File: src/rtl/hazard_scoreboard.sv
// ---------------------------------------------------------------------------
// hazard_scoreboard
//
// Hazard unit for the 5-stage MIPS core. The core has no forwarding, so this
// block is its only hazard protection. It tracks the destination registers of
// the instructions in EX, MEM and WB, and it stalls fetch/decode when the
// instruction in ID reads one of them. It also squashes wrong-path
// instructions after a taken branch (resolved in MEM) or a jump (resolved in
// ID).
//
// Parameters:
//   PIPE_DEPTH     - scoreboard slots (slot0=EX, slot1=MEM, slot2=WB), 2..4
//   BRANCH_PENALTY - flush cycles after a taken branch, 1..7
//
// Ports:
//   clk              in   core clock, rising edge
//   reset            in   asynchronous active-low reset
//   id_valid         in   ID stage holds a real instruction
//   id_rs / id_rt    in   source register fields of the ID instruction
//   id_uses_rs/rt    in   ID instruction actually reads rs / rt
//   id_reg_write     in   ID instruction writes a register
//   id_write_reg     in   final destination register of the ID instruction
//   id_jump          in   ID instruction is j/jal/jr
//   mem_branch_taken in   branch in MEM resolved taken
//   stall            out  hold PC and IF/ID
//   flush            out  clear IF/ID (write NOP)
//   bubble           out  load NOP into ID/EX
//   stall_count      out  stall-cycle statistic
//   flush_count      out  flush-event statistic
//
// Optional feature: define HAZARD_STATS_EN to build the saturating 16-bit
// statistics counters. Without it both statistic ports read 16'h0000 and no
// counter flops exist.
// ---------------------------------------------------------------------------
module hazard_scoreboard #(
    parameter int PIPE_DEPTH     = 3,
    parameter int BRANCH_PENALTY = 3
) (
    input  logic        clk,
    input  logic        reset,
    input  logic        id_valid,
    input  logic [4:0]  id_rs,
    input  logic [4:0]  id_rt,
    input  logic        id_uses_rs,
    input  logic        id_uses_rt,
    input  logic        id_reg_write,
    input  logic [4:0]  id_write_reg,
    input  logic        id_jump,
    input  logic        mem_branch_taken,
    output logic        stall,
    output logic        flush,
    output logic        bubble,
    output logic [15:0] stall_count,
    output logic [15:0] flush_count
);

    typedef enum logic {
        IDLE  = 1'b0,
        FLUSH = 1'b1
    } state_t;

    // Flush cycles still owed after the cycle in which the branch is seen.
    localparam logic [2:0] RELOAD = 3'(BRANCH_PENALTY - 1);

    state_t                state_q, state_d;
    logic [2:0]            cnt_q, cnt_d;
    logic [PIPE_DEPTH-1:0] slot_vld_q, slot_vld_d;
    logic [4:0]            slot_reg_q [PIPE_DEPTH];
    logic [4:0]            slot_reg_d [PIPE_DEPTH];

    logic rs_hit, rt_hit, hazard;
    logic in_flush, flush_raw, stall_raw, bubble_raw;

    // Every valid slot counts, including WB: the register file writes on the
    // same edge ID would read it, so ID has to wait for it to drop out.
    always_comb begin
        rs_hit = 1'b0;
        rt_hit = 1'b0;
        for (int k = 0; k < PIPE_DEPTH; k++) begin
            if (slot_vld_q[k] && (slot_reg_q[k] == id_rs)) rs_hit = 1'b1;
            if (slot_vld_q[k] && (slot_reg_q[k] == id_rt)) rt_hit = 1'b1;
        end
        hazard = id_valid &&
                 ((id_uses_rs && (id_rs != 5'd0) && rs_hit) ||
                  (id_uses_rt && (id_rt != 5'd0) && rt_hit));
    end

    assign in_flush   = (state_q == FLUSH);
    assign flush_raw  = mem_branch_taken | id_jump | in_flush;
    // A squashed instruction never stalls, so flush masks the hazard.
    assign stall_raw  = hazard & ~flush_raw;
    assign bubble_raw = stall_raw | mem_branch_taken | in_flush;

    // Outputs are forced low while reset is held so that nothing upstream
    // can leak a stall or flush through the combinational path.
    assign stall  = reset & stall_raw;
    assign flush  = reset & flush_raw;
    assign bubble = reset & bubble_raw;

    // Scoreboard shift. A stalled or bubbled ID instruction does not enter EX,
    // so it never occupies a slot. On a taken branch the instruction moving
    // from EX into MEM is on the wrong path and is dropped.
    always_comb begin
        slot_vld_d    = '0;
        slot_reg_d[0] = id_write_reg;
        slot_vld_d[0] = id_valid & id_reg_write & (id_write_reg != 5'd0) & ~bubble_raw;
        for (int k = 1; k < PIPE_DEPTH; k++) begin
            slot_vld_d[k] = slot_vld_q[k-1];
            slot_reg_d[k] = slot_reg_q[k-1];
        end
        if (mem_branch_taken) slot_vld_d[1] = 1'b0;
    end

    always_ff @(posedge clk or negedge reset) begin
        if (!reset) begin
            slot_vld_q <= '0;
            for (int k = 0; k < PIPE_DEPTH; k++) slot_reg_q[k] <= 5'd0;
        end else begin
            slot_vld_q <= slot_vld_d;
            for (int k = 0; k < PIPE_DEPTH; k++) slot_reg_q[k] <= slot_reg_d[k];
        end
    end

    // Flush FSM. The branch cycle itself flushes combinationally; FLUSH
    // covers the remaining BRANCH_PENALTY-1 cycles. A new taken branch while
    // flushing restarts the countdown. A jump only ever flushes one cycle.
    always_comb begin
        state_d = state_q;
        cnt_d   = cnt_q;
        case (state_q)
            IDLE: begin
                if (mem_branch_taken && (BRANCH_PENALTY > 1)) begin
                    state_d = FLUSH;
                    cnt_d   = RELOAD;
                end
            end
            FLUSH: begin
                if (mem_branch_taken) begin
                    cnt_d = RELOAD;
                end else if (cnt_q == 3'd1) begin
                    state_d = IDLE;
                    cnt_d   = 3'd0;
                end else begin
                    cnt_d = cnt_q - 3'd1;
                end
            end
            default: begin
                state_d = IDLE;
                cnt_d   = 3'd0;
            end
        endcase
    end

    always_ff @(posedge clk or negedge reset) begin
        if (!reset) begin
            state_q <= IDLE;
            cnt_q   <= 3'd0;
        end else begin
            state_q <= state_d;
            cnt_q   <= cnt_d;
        end
    end

`ifdef HAZARD_STATS_EN
    logic [15:0] stall_cnt_q, stall_cnt_d;
    logic [15:0] flush_cnt_q, flush_cnt_d;
    logic        flush_prev_q;

    // flush_count counts events: only the first cycle of a flush run.
    always_comb begin
        stall_cnt_d = stall_cnt_q;
        flush_cnt_d = flush_cnt_q;
        if (stall_raw && (stall_cnt_q != 16'hFFFF))
            stall_cnt_d = stall_cnt_q + 16'd1;
        if (flush_raw && !flush_prev_q && (flush_cnt_q != 16'hFFFF))
            flush_cnt_d = flush_cnt_q + 16'd1;
    end

    always_ff @(posedge clk or negedge reset) begin
        if (!reset) begin
            stall_cnt_q  <= 16'd0;
            flush_cnt_q  <= 16'd0;
            flush_prev_q <= 1'b0;
        end else begin
            stall_cnt_q  <= stall_cnt_d;
            flush_cnt_q  <= flush_cnt_d;
            flush_prev_q <= flush_raw;
        end
    end

    assign stall_count = stall_cnt_q;
    assign flush_count = flush_cnt_q;
`else
    assign stall_count = 16'h0000;
    assign flush_count = 16'h0000;
`endif

endmodule

File: config.mk
export PLATFORM = sky130hd
export DESIGN_NAME = hazard_scoreboard
export DESIGN_NICKNAME = d
export VERILOG_FILES = /design/src/rtl/hazard_scoreboard.sv
export SDC_FILE = /design/constraint.sdc
export NUM_CORES = 1
export LEC_CHECK = 0
export CAP_MARGIN = 20
export CORE_ASPECT_RATIO = 1.75
export CORE_MARGIN = 2
export CORE_UTILIZATION = 38
export DETAILED_ROUTE_END_ITERATION = 10
export PLACE_DENSITY = 0.82
export SYNTH_ARGS = -nofsm -noshare
export SYNTH_HDL_FRONTEND = slang
export SYNTH_SLANG_ARGS = --single-unit
export TNS_END_PERCENT = 50
File: constraint.sdc
create_clock -name clk -period 1.8 [get_ports clk]
set_clock_uncertainty 0.2 [all_clocks]
set_input_delay 0.36 -clock clk [delete_from_list [all_inputs] [get_ports clk]]
set_output_delay 0.36 -clock clk [all_outputs]
set_load 0.005 [all_outputs]
# [After elaboration in Yosys (flattened, before gate mapping)]
# Index checks and enable logic that the tools add are counted.
# Widths: inputs -> output; s select.
[word_totals] ff_bits=22 wordCells=59 out_inout_bits=35
[op_classes] eq_ne=8 n_reduce_logical=15 add_sub_neg=1 muxes=15 bitwise=14
[op_table] op="$eq 5x5->1" count=6
[op_table] op="$reduce_bool 5->1" count=3
[op_table] op="$logic_and 1x1->1" count=11
[op_table] op="$mux 1" count=10
[op_table] op="$mux 3" count=3
[op_table] op="$and 1x1->1" count=7
[op_table] op="$pmux 3 s2" count=1
[op_table] op="$or 1x1->1" count=4
[op_table] op="$eq 3x1->1 const B" count=1
[op_table] op="$not 1->1" count=3
[op_table] op="$sub 3x1->3 const B" count=1
[op_table] op="$ne 2x2->1 const B" count=1
[op_table] op="$pmux 1 s2" count=1
[op_table] op="$logic_or 1x1->1" count=1

# [Longest topological paths before layout]
# Gate-level depths: netlist (run 1).
[depth] ltp_word=13 ltp_mapped=6 depth_no_buf=6

# [Least setup slack after synthesis (run 1)]
# No wires, ideal clock.
[synth_timing] path_kind="register -> output" from="reg slot_reg_q (netlist bit slot_reg_d[2])" to="out stall" stages_incl_launch_ff=7 arrival_ps=1391 setup_slack_ps=-151 path_cell_list="dfrtp_1 xor2_1 nor4_1 nand3_1 and3_4 o21ai_2 and4_1"
[synth_via] elab_chain_len=9 elab_cells_between_ends=14
[synth_lines] item="from (decl)" line_no="68" source="logic [4:0] slot_reg_q [PIPE_DEPTH];"
[synth_lines] item="$eq 5x5->1, on equally long branches" line_no="80, 81"
[synth_lines] item="$logic_and 1x1->1, on equally long branches" line_no="80, 81"
[synth_lines] item="$mux 1, on equally long branches (2 in series)" line_no="80, 81"
[synth_lines] item="$logic_and 1x1->1, on equally long branches" line_no="84, 85"
[synth_lines] item="$logic_or 1x1->1 *" line_no="84" source="((id_uses_rs && (id_rs != 5'd0) && rs_hit) ||"
[synth_lines] item="$logic_and 1x1->1 *" line_no="83" source="hazard = id_valid &&"
[synth_lines] item="$and 1x1->1 *" line_no="91" source="assign stall_raw = hazard & ~flush_raw;"
[synth_lines] item="$and 1x1->1 *" line_no="96" source="assign stall = reset & stall_raw;"
[synth_lines] item="to (decl)" line_no="50" source="output logic stall,"
# Every way passes the cells marked *; elsewhere a longest branch is shown, timed or not.

# [Worst setup path after layout (run 1)]
[layout_timing] from="reg slot_reg_q[4] in the netlist's numbering" to="out stall"
[layout_via] elab_chain_len=8 elab_cells_between_ends=12
[layout_lines] item="$eq 5x5->1, on equally long branches" line_no="80, 81"
[layout_lines] item="$logic_and 1x1->1, on equally long branches" line_no="80, 81"
[layout_lines] item="$mux 1, on equally long branches" line_no="80, 81"
[layout_lines] item="$logic_and 1x1->1, on equally long branches" line_no="84, 85"
[layout_lines] item="$logic_or 1x1->1 *" line_no="84"
[layout_lines] item="$logic_and 1x1->1 *" line_no="83"
[layout_lines] item="$and 1x1->1 *" line_no="91"
[layout_lines] item="$and 1x1->1 *" line_no="96"
# Marks and branches as above.

==> impl_results.md, run 1 <==
* RSZ-0062 raised after global routing: true
* Number of vias per cell at 4.47
* Total wirelength of the detailed-routed design at 2.97 mm
* Post-Route Hold Slack at 0.0298 ns
* Worst slack at placement at -1.38 ns
* Floorplan die area at 4150 um^2
* Least setup slack across all paths after layout at -0.690 ns
* Total placed instance area at 1710 um^2
* Nature of the critical path startpoint: flop
* Number of buffers added by the clock tree synthesis step at 3
* Result of the run: complete, but fails checks
* IO buf count at 25
* Worst Setup Path Type: flop to output pin
* Number of non-filler instances in the completed layout at 233
* Fin crit share at 1.38
* Final hold viol count at 0
* Violated checks: setup timing
* FF-to-FF Start: slot_reg_q[4]$_DFF_PN0_
* Biggest area contributors in the synthesized netlist: sky130_fd_sc_hd__dfrtp_1 40%, sky130_fd_sc_hd__buf_4 17%, sky130_fd_sc_hd__xor2_1 15%
* Top cell type's share of synthesized area at 0.399
* Worst ir drop on vdd at 0.539 mV
* Summed instance area of the synthesized netlist at approximately 1400 um^2
* Max frequency at 0.402 GHz
* Effective utilization at floorplan at 0.388
* Tot GR Track Use at 0.145
* Ratio of total power to cell area at 690 nW/um^2
* Worst reg2reg setup slack at -0.13 ns
* Data arrival time at the worst-slack endpoint at just under 2 ns
* Syn-to-layout area delta at 33.1%
* Vertical die dimension at ~84 um
* Yosys warns at 0
* Cell depth of the worst flop-to-flop path at 8
* Via count of the first global-routing pass at 1,043
* Overflow left after global routing at 0
* Min Clock Period, post-route at 2.49 ns
* Via Count at 1,042
* # rows at 29
* Global-route wire length before repair at 4.56 mm
* Number of design rule violations left after detail routing at 0
* Die X-Extent at 49.6 um
* Final #Nets at between 200 and 250
* Setup Viol. Count Final at 3
* Core box area at ~3600 um^2
* R2R Path End: slot_vld_q[0]$_DFF_PN0_
* Max-slew violations at 0
* CTS Hold Bufs at 0
* Maximum buffer depth of the clock tree at 2
* Sort of element at the end of the critical path: output pin
* Skew-Pair Late Insertion Delay at about 0.26 ns
* Leakage power figure at 0.863 nW
* Maximum number of pins on one net before global-route repair at 17
* Clk slew on worst S/H paths at 0.07 ns
* Starting DRC count in detailed routing at 12
* Clock root buffer: sky130_fd_sc_hd__clkbuf_8
* Fraction of final layout cells with drive strength greater than 1 at 0.267
* Placed cells at 225
* Wire length per cell at 12.7 um
* Library cell with the largest summed area after synthesis: sky130_fd_sc_hd__dfrtp_1
* CTS tree: yes
* Maximum capacitance violations at 0
* Fill cells at about 340
* Overall power consumption at 1.27 mW
* Hold/Removal Path Class: input port to asynchronous set/reset pin
* Highest net fanout along the worst path at 2
* Synth Area per Inst at 10.2 um^2
* Detailed-router iteration count before antenna repair at 4
* Setup TNS at -1.40 ns
* Layout Cell Area excl Fill at 1840 um^2
* CTS sink count at 22
* Data required time of the critical path at 1.24 ns
* Post-DP HPWL at about 2.3 mm
* Gate count after technology mapping at 135
* Number of top-level design ports at 58
* Number of antenna violations at the first check in global routing at 0
* Post-DRT Antenna Nets at 0
* Diode count at 0
* Sequential share of the synthesized area at 0.399
* Final weighted congestion in routability-driven placement at 0.862
* Final core area utilization at 0.517
* Number of distinct library cell variants in the gate-level netlist after synthesis at 28
* Htree depth at 1
* Post-synthesis register bit count at 22
[synthesized netlist by cell type]
library cell                count
sky130_fd_sc_hd__dfrtp_1       22
sky130_fd_sc_hd__xnor2_1        6
sky130_fd_sc_hd__o21ai_0        4
sky130_fd_sc_hd__o31ai_1        1
sky130_fd_sc_hd__o21ai_4        1
sky130_fd_sc_hd__xor2_1        24
sky130_fd_sc_hd__nor2_1         6
sky130_fd_sc_hd__nand2_1        2
sky130_fd_sc_hd__mux2_2         1
sky130_fd_sc_hd__nor3_1         2
sky130_fd_sc_hd__inv_1          3
sky130_fd_sc_hd__a21oi_1        1
sky130_fd_sc_hd__ha_1           2
sky130_fd_sc_hd__o31a_1         1
sky130_fd_sc_hd__o2111ai_1      1
sky130_fd_sc_hd__a31o_1         1
sky130_fd_sc_hd__nor4_1         6
sky130_fd_sc_hd__and3_4         1
sky130_fd_sc_hd__conb_1         1
sky130_fd_sc_hd__o21ai_2        1
sky130_fd_sc_hd__nor3b_1        1
sky130_fd_sc_hd__and3_1         3
sky130_fd_sc_hd__and4_1         1
sky130_fd_sc_hd__nor2b_1        2
sky130_fd_sc_hd__or4_1          3
sky130_fd_sc_hd__nand3_1        4
sky130_fd_sc_hd__nand2b_1       2
sky130_fd_sc_hd__buf_4         32
[critical path, cell delays in order (launching register included)]
cell and delay (ns):
sky130_fd_sc_hd__dfrtp_1 0.41, sky130_fd_sc_hd__xor2_1 0.16, sky130_fd_sc_hd__nor4_2 0.35, sky130_fd_sc_hd__nand3_1 0.13, sky130_fd_sc_hd__and3_4 0.18, sky130_fd_sc_hd__o21ai_4 0.13, sky130_fd_sc_hd__and4_1 0.19, sky130_fd_sc_hd__buf_2 0.11
[cell families after synthesis]
group	synth area share
buf+inv	0.182
simple gates	0.139
xor+xnor	0.190
flops	0.399
compound gates	0.0608
fa+ha+maj	0.0181
other cells	0.00272
mux	0.00816
[state kept, by name, summed over array words and instances (netlist names)]
register / count
slot_reg_d: 10
slot_reg_q: 5
cnt_q: 3
slot_vld_q: 3
in_flush: 1
[how the worst max path moves through the flow]
| stage | start | end | cells after the start |
|---|---|---|---|
| 2_1_floorplan | slot_reg_d[6]$_DFF_PN0_ | stall | 6 |
| 4_1_cts | slot_reg_q[3]$_DFF_PN0_ | stall | 7 |
| 6_report | slot_reg_q[4]$_DFF_PN0_ | stall | 7 |
| 3_3_place_gp | id_rs[1] | stall | 8 |
| 5_1_grt | slot_reg_d[7]$_DFF_PN0_ | stall | 7 |
| 3_5_place_dp | id_rs[1] | stall | 8 |
[metal layers]
layer  global-route usage  wire length (um)  vias to the layer above
li1                     -                 -                      492
met1                0.153              1100                      489
met2                0.268              1600                       55
met3              0.00717               173                        6
met4               0.0934                93                        0
met5                    0                 0                        -
[cell type report]
cell class | count | area (um^2) | share of cell area
multi-input cells | 109 | 758 | 0.413
flip-flops and latches | 22 | 551 | 0.300
repair buffers | 49 | 404 | 0.220
well taps | 46 | 57.6 | 0.0313
clock buffers | 4 | 55.1 | 0.0300
inverters | 3 | 11.3 | 0.00613
[where the power goes]
group	switching, mW	internal (mW)	leakage (nW)
logic	0.170	0.171	0.571
clock network	0.149	0.195	0.0288
registers	0.0367	0.545	0.262
[placed cells by master (no fill, tap or decap), types with 2 or more instances in the layout]
| cell type | instances |
|---|---|
| sky130_fd_sc_hd__o21ai_4 | 2 |
| sky130_fd_sc_hd__nor2_1 | 4 |
| sky130_fd_sc_hd__nand3_1 | 4 |
| sky130_fd_sc_hd__xor2_1 | 24 |
| sky130_fd_sc_hd__nor2b_1 | 2 |
| sky130_fd_sc_hd__buf_2 | 3 |
| sky130_fd_sc_hd__and3_4 | 2 |
| sky130_fd_sc_hd__dlygate4sd2_1 | 7 |
| sky130_fd_sc_hd__or4_1 | 2 |
| sky130_fd_sc_hd__nand2b_1 | 2 |
| sky130_fd_sc_hd__clkdlybuf4s15_2 | 3 |
| sky130_fd_sc_hd__dfrtp_1 | 22 |
| sky130_fd_sc_hd__clkdlybuf4s50_1 | 9 |
| sky130_fd_sc_hd__clkbuf_8 | 4 |
| sky130_fd_sc_hd__nand2_1 | 2 |
| sky130_fd_sc_hd__inv_1 | 3 |
| sky130_fd_sc_hd__conb_1 | 32 |
| sky130_fd_sc_hd__o21ai_0 | 3 |
| sky130_fd_sc_hd__buf_4 | 23 |
| sky130_fd_sc_hd__clkbuf_2 | 2 |
| sky130_fd_sc_hd__ha_1 | 2 |
| sky130_fd_sc_hd__nor4_2 | 2 |
| sky130_fd_sc_hd__xnor2_1 | 6 |
| sky130_fd_sc_hd__nor4_1 | 4 |
[timing repair]
action,4_1_cts,5_1_grt
resized for setup,44,8
pin swaps,16,8
endpoints found under the hold margin,0,0
setup endpoints to repair,4,4
setup buffers,3,1
gates cloned,0,0
(Power assumes the default switching activity.)
==> run 2, diff against run 1 <==
Settings changed: ABC_CLOCK_PERIOD_IN_PS set to 1800, CORE_MARGIN 2 to 4.
==> run 2 against run 1 <==
The run still ends with setup timing left. Critical path depth stayed put. Cell area is 3.5% lower. Sequential share of layout area is 1.1 points higher. Non-clock buffer count is 5 lower. Clock power hardly changed. Worst setup slack better by 0.012 ns. Count of clock-buffer cells in the layout stayed put. Critical path type unchanged. Highest routed layer unchanged.
==> impl_results.md, run 2 (same netlist as run 1, synthesis figures left out) <==
* Result of the run: complete, but fails checks
* Violated checks: setup timing
* Tot GR Track Use at 0.131
* Skew-Pair Late Insertion Delay at 0.26 ns
* Effective utilization at floorplan at 0.402
* Via Count at 1,019
* Clk slew on worst S/H paths at 0.07 ns
* Number of buffers added by the clock tree synthesis step at 3
* Most Used Layer, Global Route: met2
* Worst Setup Path Type: flop to output pin
* Floorplan die area at ~4700 um^2
* Clock root buffer: sky130_fd_sc_hd__clkbuf_8
* Data arrival time at the worst-slack endpoint at 1.92 ns
* Fraction of power consumed by the clock network at 0.273
* Fraction of final layout cells with drive strength greater than 1 at 0.203
* Reg power frac at 0.465
* Ordered list of cells on the worst path: xor2_1 > nor4_2 > and3_4 > o31ai_4 > o21ai_2 > and4_1 > buf_2
* Fin crit share at 1.38
* Setup TNS at -1.29 ns
* Maximum buffer depth of the clock tree at 2
* Global-route wire length before repair at 4.53 mm
* CTS Hold Bufs at 0
* Fill cells at 358
* Met1 Track Usage GR at 0.165
* Combined area of the multi-input logic cells at 728 um^2
* Psw at 0.344 mW
* Maximum capacitance violations at 0
* Total wirelength of the detailed-routed design at about 2.9 mm
* Final core area utilization at 0.516
* Leakage power figure at 0.837 nW
* Fraction of power consumed by combinational cells at 0.262
* Final hold viol count at 0
* Final weighted congestion in routability-driven placement at 0.832
* Critical path's slowest cell: sky130_fd_sc_hd__dfrtp_1
* Least setup slack across all paths after layout at -0.678 ns
* Htree depth at 1
* Number of antenna violations at the first check in global routing at 0
* Hold/Removal Path Class: input port to asynchronous set/reset pin
* Nature of the critical path startpoint: flop
* Worst Path Buf+Inv at 1
* Sort of element at the end of the critical path: output pin
* IO buf count at 25
* Number of top-level design ports at 58
* GR Util met2 at 0.221
* Detailed-router iteration count before antenna repair at 4
* Leading cell type in the layout, fill and taps excluded: sky130_fd_sc_hd__conb_1
* Ratio of total power to cell area at 705 nW/um^2
* Max-slew violations at 0
* Met3 usage in global routing at 0.0239
* Diode count at 0
* Final #Nets at 208
* Min Clock Period, post-route at 2.48 ns
* # rows at 28
* Die X-Extent at around 54 um
* Number of design rule violations left after detail routing at 0
* Post-DRT Antenna Nets at 0
* Via count of the first global-routing pass at 1,054
* Setup Viol. Count Final at 2
* Post-DP HPWL at 2.41 mm
* Starting DRC count in detailed routing at 14
* Layout Cell Area excl Fill at about 1800 um^2
* Highest-count cells in the layout ignoring fill and taps: 32 x sky130_fd_sc_hd__conb_1, 24 x sky130_fd_sc_hd__xor2_1, 22 x sky130_fd_sc_hd__dfrtp_1
* Max frequency at 0.404 GHz
* Data required time of the critical path at 1.24 ns
* CTS sink count at 22
* Actual slew at the worst max-slew pin at 0.530 ns
* Maximum number of pins on one net before global-route repair at 19
* Delay contributed by the slowest stage of the critical path at approximately 0.40 ns
* Total placed instance area at 1700 um^2
* Wire length per cell at 12.6 um
* Slew HR at 0.646
* Flip-flop count of the largest register, all copies and words added at 10
* Kind of cell adding the most delay to the critical path: simple AND/OR/NAND/NOR gates
* Worst ir drop on vdd at 0.432 mV
* Highest net fanout along the worst path at 2
* Core box area at 3430 um^2
* Syn-to-layout area delta at 28.4%
* Internal power at 0.905 mW
* RSZ-0062 raised after global routing: true
* Overall power consumption at 1.25 mW
* Number of vias per cell at 4.49
* Overflow left after global routing at 0
* CTS tree: yes
* Switching part of the total at 0.276
* Area used by sequential logic in the layout at 551 um^2
* Vertical die dimension at 87.7 um
## run 2: what timing repair did
item | in CTS | in global routing
resized for setup | 31 | 5
pin swaps | 7 | 5
endpoints found under the setup margin | 4 | 4
setup buffers | 1 | 0
## run 2: tightest hold or removal path, cell delays in order
cell,delay (ns)
sky130_fd_sc_hd__dlygate4sd2_1,0.25
sky130_fd_sc_hd__buf_4,0.15
sky130_fd_sc_hd__buf_4,0.13
## run 2: path summary, 6_finish.rpt
kind	from	end	slack (ns)	depth (start not counted)
min	reset	slot_reg_q[1]$_DFF_PN0_	0.1	3
max	slot_reg_d[7]$_DFF_PN0_	stall	-0.68	7
min reg2reg	slot_vld_q[1]$_DFF_PN0_	slot_vld_q[2]$_DFF_PN0_	0.23	0
min in group clk	slot_vld_q[1]$_DFF_PN0_	slot_vld_q[2]$_DFF_PN0_	0.23	0
max in group asynchronous	reset	slot_reg_q[3]$_DFF_PN0_	1.02	3
max reg2reg	slot_reg_d[7]$_DFF_PN0_	slot_vld_q[0]$_DFF_PN0_	0.07	6
## run 2: layout make-up
cell class,count,area share
Clock buffer,4,0.0311
Inverter,3,0.00636
Multi-Input combinational cell,109,0.411
Sequential cell,22,0.311
Tap cell,45,0.0318
Timing Repair Buffer,44,0.209
## run 2: per-layer routing
layer  vias up  part of all wire
met1       485              0.40
met4         0            0.0039
li1        485                 -
met5         -                 0
met2        47              0.52
met3         2             0.080
## run 2: stage by stage
stage                     hold slack [ns]  std cells  setup WS (ns)
after global routing                0.106        227         -0.801
after CTS                          0.0886        227         -0.693
final                              0.0954        227         -0.678
after global placement              0.206        222          -1.34
after floorplan                    -0.136        166        -0.0989
after detailed placement            0.222        222          -1.39
## run 2: power by group through the flow
stage / logic, mW / clock network, mW / registers [mW]
floorplan: 0.224 / 0 / 0.588
global placement: 0.324 / 0 / 0.588
detailed placement: 0.333 / 0 / 0.592
CTS: 0.333 / 0.353 / 0.582
global route: 0.374 / 0.374 / 0.590
finish: 0.327 / 0.341 / 0.581
